<file path="config.mk">
export PLATFORM = sky130hd
export DESIGN_NAME = speed_sequencer
export DESIGN_NICKNAME = d
export VERILOG_FILES = /design/src/rtl/speed_sequencer.sv
export SDC_FILE = /design/constraint.sdc
export NUM_CORES = 1
export LEC_CHECK = 0
export ABC_AREA = 1
export CAP_MARGIN = 20
export CORE_MARGIN = 2
export CORE_UTILIZATION = 32
export CTS_BUF_LIST = sky130_fd_sc_hd__clkbuf_2 sky130_fd_sc_hd__clkbuf_4 sky130_fd_sc_hd__clkbuf_8
export CTS_CLUSTER_SIZE = 20
export DETAILED_ROUTE_END_ITERATION = 10
export PLACE_DENSITY = 0.53
export SLEW_MARGIN = 25
export SYNTH_ARGS = -nofsm -noshare
export SYNTH_HDL_FRONTEND = slang
export SYNTH_SLANG_ARGS = --single-unit
export TNS_END_PERCENT = 100
</file>
<file path="constraint.sdc">
create_clock -name clk_in -period 3.1 [get_ports clk_in]
set_clock_uncertainty 0.05 [all_clocks]
set_input_delay 0.31 -clock clk_in [delete_from_list [all_inputs] [get_ports clk_in]]
set_output_delay 0.31 -clock clk_in [all_outputs]
set_load 0.005 [all_outputs]
</file>
<file path="src/rtl/speed_sequencer.sv">
// Rate-select controller for the tick divider: applies faster/slower steps only on tick boundaries.
// Optional auto-ramp is enabled by defining SPEED_SEQ_AUTORAMP_EN.
module speed_sequencer #(
    parameter int unsigned RAMP_TICKS = 16
) (
    input  logic       clk_in,
    input  logic       rst,
    input  logic       start,
    input  logic       stop,
    input  logic       faster_req,
    input  logic       slower_req,
    input  logic       tick_in,
    output logic [1:0] sel,
    output logic       run,
    output logic       level_changed,
    output logic [7:0] tick_count
);

    localparam logic [1:0] ST_IDLE = 2'd0;
    localparam logic [1:0] ST_RUN  = 2'd1;
    localparam logic [1:0] ST_PEND = 2'd2;

    logic [1:0] state;
    logic [1:0] target;
    logic       faster_d;
    logic       slower_d;
    logic       faster_rise;
    logic       slower_rise;
    logic       req_faster;
    logic       req_slower;
    logic       auto_faster;

    assign faster_rise = faster_req & ~faster_d;
    assign slower_rise = slower_req & ~slower_d;

    // Simultaneous opposite requests cancel; out-of-range steps are dropped.
    assign req_faster = faster_rise & ~slower_rise & (sel > 2'd1);
    assign req_slower = slower_rise & ~faster_rise & (sel < 2'd3);

`ifdef SPEED_SEQ_AUTORAMP_EN
    localparam logic [7:0] RAMP_LAST = 8'(RAMP_TICKS - 1);
    assign auto_faster = tick_in & (tick_count == RAMP_LAST) & (sel > 2'd1);
`else
    assign auto_faster = 1'b0;
`endif

    always_ff @(posedge clk_in or posedge rst) begin
        if (rst) begin
            faster_d <= 1'b0;
            slower_d <= 1'b0;
        end else begin
            faster_d <= faster_req;
            slower_d <= slower_req;
        end
    end

    always_ff @(posedge clk_in or posedge rst) begin
        if (rst) begin
            state         <= ST_IDLE;
            sel           <= 2'd0;
            run           <= 1'b0;
            level_changed <= 1'b0;
            tick_count    <= 8'd0;
            target        <= 2'd0;
        end else begin
            level_changed <= 1'b0;
            if (stop) begin
                state  <= ST_IDLE;
                sel    <= 2'd0;
                run    <= 1'b0;
                target <= 2'd0;
            end else begin
                case (state)
                    ST_IDLE: begin
                        sel <= 2'd0;
                        if (start) begin
                            state         <= ST_RUN;
                            sel           <= 2'd3;
                            run           <= 1'b1;
                            tick_count    <= 8'd0;
                            level_changed <= 1'b1;
                        end
                    end
                    ST_RUN: begin
                        if (tick_in)
                            tick_count <= tick_count + 8'd1;
                        if (req_faster || (auto_faster && !req_slower)) begin
                            target <= sel - 2'd1;
                            state  <= ST_PEND;
                        end else if (req_slower) begin
                            target <= sel + 2'd1;
                            state  <= ST_PEND;
                        end
                    end
                    ST_PEND: begin
                        if (tick_in) begin
                            sel           <= target;
                            tick_count    <= 8'd0;
                            level_changed <= 1'b1;
                            state         <= ST_RUN;
                        end
                    end
                    default: begin
                        state <= ST_IDLE;
                        sel   <= 2'd0;
                        run   <= 1'b0;
                    end
                endcase
            end
        end
    end

endmodule

</file>
[Word-level counts from Yosys, hierarchy flattened]
Index checks and enable logic that the tools add are counted.
Operators by class
  $add $sub $neg: 3
  magnitude comparators: 2
  equality and inequality tests: 10
  muxes and demuxes: 25
  bitwise logic cells: 11
  reductions and logical operators: 10
Operators with widths (count)
  $mux W2: 12
  $mux W8: 3
  $pmux W8 S3: 1
  $pmux W2 S3: 2
  $add A8 B1 Y8 const B: 1
  $ne A2 B2 Y1 const B: 4
  $and A1 B1 Y1: 6
  $ne A3 B3 Y1 const B: 2
  $reduce_and A2 Y1: 3
  $reduce_bool A3 Y1: 2
  $mux W1: 5
  $not A1 Y1: 5
  $reduce_and A5 Y1: 1
  $ne A4 B4 Y1 const B: 1
  $pmux W1 S2: 2
  $reduce_and A3 Y1: 1
  $add A2 B1 Y2 const B: 1
  $eq A2 B1 Y1 const B: 1
  $eq A2 B2 Y1 const B: 1
  $gt A2 B1 Y1 const B: 1
  $logic_not A2 Y1: 1
  $lt A2 B2 Y1 const B: 1
  $ne A2 B1 Y1 const B: 1
  $reduce_bool A2 Y1: 1
  other kinds (2): 2
Storage, ports and cells
  bits in registers: 18
  bits of input ports: 7
  output and inout port bits: 12
  logic and storage cells: 69

[Logic depth before layout (Yosys ltp)]
  depth after elaboration: 9
  depth in mapped cells: 10
  depth with buffers taken out: 10

[Least setup slack after synthesis]
OpenSTA, ideal clock, no wires.
  path type: register -> register
  from: register state[1]
  to: register target[0]
  setup time: 65 ps
  data arrival time: 1284 ps
  required time: 2985 ps
  path slack: 1701 ps
  stages on the path, launching flop included: 9
  path buffers: 1
  clock period less this slack: 1399 ps
  cells stage by stage: dfrtp_1 -> inv_1 -> ha_1 -> buf_6 -> inv_1 -> nor2_1 -> a21boi_0 -> nand2_1 -> nand2_1
Between the ends
  longest elaborated chain between the ends: 3
Ends and longest elaborated chain
  from (decl): RTL line 23  | logic [1:0] state;
  from (signal assigned): RTL line 59  | state <= ST_IDLE;
  from (signal assigned): RTL line 68  | state <= ST_IDLE;
  from (signal assigned): RTL line 77  | state <= ST_RUN;
  $eq A2 B1 Y1: RTL line 73  | case (state)
  $reduce_bool A2 Y1 (no line)
  $reduce_and A2 Y1 (no line)
  to (signal assigned): RTL line 88  | target <= sel - 2'd1;
  to (signal assigned): RTL line 91  | target <= sel + 2'd1;
  to (decl): RTL line 24  | logic [1:0] target;
No other way between the ends.
A chain may end at the register's enable or synchronous reset.

[Worst setup path in the final report]
  from: register state[1]
  to: register target[1]
Same word-level chain as after synthesis.

==> reports/metrics.yaml <==
grt_pass1_wl_mm: 4.11
ys_warn_count: 0
cts_setup_buffers: 0
setup-violations-final: 0
synth_top_area_cell: "dfrtp_1"
crit_path_start_kind: "flop"
syn_nets: 172
hpwl_mm: 1.77
holdBufCountCts: 0
power_density_nw_per_um2: 596
drc_errors: 0
grt_max_degree: 19
die_x_um: 63.9
postSynthCellCount: 157
die_y_um: 63.9
clock_latency_ns: 0.29
syn_area_sq_um: 1150
portBuffers: 18
synth_seq_cells: 18
post_cts_resized: 0
met2_usage_pct: 21.4
rr_worst_depth: 7
dpl_worst_slack_ns: 1.29
via_count: 1019
final_nets: 192
fin_crit_sh_pct: 56.0
slowest_stage: "dfrtp_1"
worstPathRequired_ns: 3.29
drive_above_1_share_pct: 3.98
min_period_ns: 1.74
cts_sinks: 18
slew_headroom_pct: 52.4
cts.htree.levels: 1
crit_fanout: 8
postSynthAreaPerCell_sq_um: 7.31
cp.arrival_ns: 1.92
slew_viol_final: 0
firstDrtPassIters: 4
cap_violations: 0
synth-simple-area-share_pct: 31.8
max_freq_mhz: 576
dieArea_sq_um: 4080
first_iter_violations: 66
vdd_drop_max_v: 0.000346
synth_top_family_by_area: "simple AND/OR/NAND/NOR gates"
num_rows: 21
setup_tns_ns: 0
grt_setup_unrepaired: "no"
cts_tree: "yes"
core_area_sq_um: 3390
utilization_pct: 40.9
grt_pass1_vias: 985
worst_slack_ns: 1.36
pin_count: 19
critPathKind: "flop to flop"
crit_chain: "inv_1 > ha_1 > inv_1 > nor2_1 > a21boi_0 > nand2_1 > nand2_1"
status: "finished clean"
wl_per_cell_um: 10.0
grt-ovfl-total: 0
path_clk_slew_ns: 0.10
routabilityCongestion: 0.773
ys_seq_area_share_pct: 39.3
top_usage_layer: "met2"
area_delta_synth_final_pct: 20.9
antenna_left: 0
antenna_found_initial: 0
synth_adder_area_share_pct: 8.72
p_leak_nw: 0.723
wirelength_mm: 2.22
cts.path.max_buffers: 2
floorplan.initialDensity_pct: 33.9
synth_compound_area_share_pct: 7.74
grtUsageMet3_pct: 3.17
ys_types: 16
synth.area.top_cells: "dfrtp_1 39%, nand2_1 16%, inv_1 9.5%"
tightest_slew_ns: 0.713
cp-end-kind: "flop"
synth_top_area_share_pct: 39.3
grt_use_met1_pct: 16.0
hp-class: "input pin to asynchronous set/reset pin"
track_usage_pct: 12.5
cts_made_buffers: 3
synthXorXnorAreaFrac_pct: 0
synth.area.mux_share_pct: 0
ctsRootBufferMaster: "clkbuf_4"
antenna_cells: 0
hold_viol_final: 0
vias_per_cell: 4.59
slowest_delay_ns: 0.42
per-layer routing:
layer / vias up / part of all wire (%)
met4: 0 / 0.85
li1: 528 / -
met3: 2 / 3.7
met5: - / 0
met2: 19 / 49
met1: 470 / 47
sequential cells by signal, indices dropped and copies added, names as in the netlist:
register,cells
faster_d,1
level_changed,1
run,1
sel,2
slower_d,1
state,2
target,2
tick_count,8
layout by cell type, fill, tap and decap left out, drive strengths merged:
cell,n
clkbuf,4
clkdlybuf4s50,18
nand4,7
nand3,12
a21oi,4
dfrtp,18
o21ai,8
ha,8
nand3b,1
a31oi,1
inv,29
a21boi,2
nor2,12
nand2,51
o21a,1
synthesized netlist by cell type (all sizes together):
library cell,number
nand2,51
inv,29
dfrtp,18
nand3,12
nor2,12
ha,8
o21ai,8
nand4,7
a21oi,4
buf,3
a21boi,2
a31oi,1
nand3b,1
o21a,1
worst max-delay path, delay by kind of cell, from the launching register on:
family	cells	cell delay (ns)
adder cells (fa/ha/maj)	1	0.34
flip-flops	1	0.42
buffers and inverters	2	0.25
AND/OR/NAND/NOR	3	0.34
AO/OA/AOI/OAI	1	0.28
per-stage QoR:
stage          std cells  hold slack, ns  cell area (sq um)  power (mW)
3_3_place_gp         218           0.414               1350       0.686
6_report             222           0.373               1390       0.827
5_1_grt              222           0.438               1390       0.922
3_5_place_dp         218           0.422               1350       0.691
2_1_floorplan        157           0.199               1150       0.580
4_1_cts              222           0.395               1390       0.843
logic make-up (layout without fill, tap and decap cells):
logic type      count (synthesis)  in the layout
buf+inv                        32             51
compound gates                 16             16
flops                          18             18
fa+ha+maj                       8              8
simple gates                   83             83
power breakdown:
group	internal, mW	total, mW	switching (mW)
Clock	0.0716	0.144	0.0725
Combinational	0.155	0.356	0.200
Sequential	0.281	0.327	0.0460
worst paths after layout:
check	end	startpoint	slack (ns)
worst max-delay path	target[1]	state[1]	1.36
worst min-delay path	tick_count[2]	rst	0.37
worst max register to register	target[1]	state[1]	1.36
worst min register to register	target[0]	target[0]	0.44
max in group asynchronous	state[1]	rst	2.18
min in group clk_in	target[0]	target[0]	0.44
area by class of cell:
| cell class | count | area [sq um] |
|---|---|---|
| fill | 350 | 2000 |
| multi-input combinational | 107 | 554 |
| sequential | 18 | 450 |
| tap | 46 | 57.6 |
| timing repair buffer | 18 | 180 |
| inverter | 29 | 109 |
| clock buffer | 4 | 36.3 |
Power figures use the tool's default switching activity.
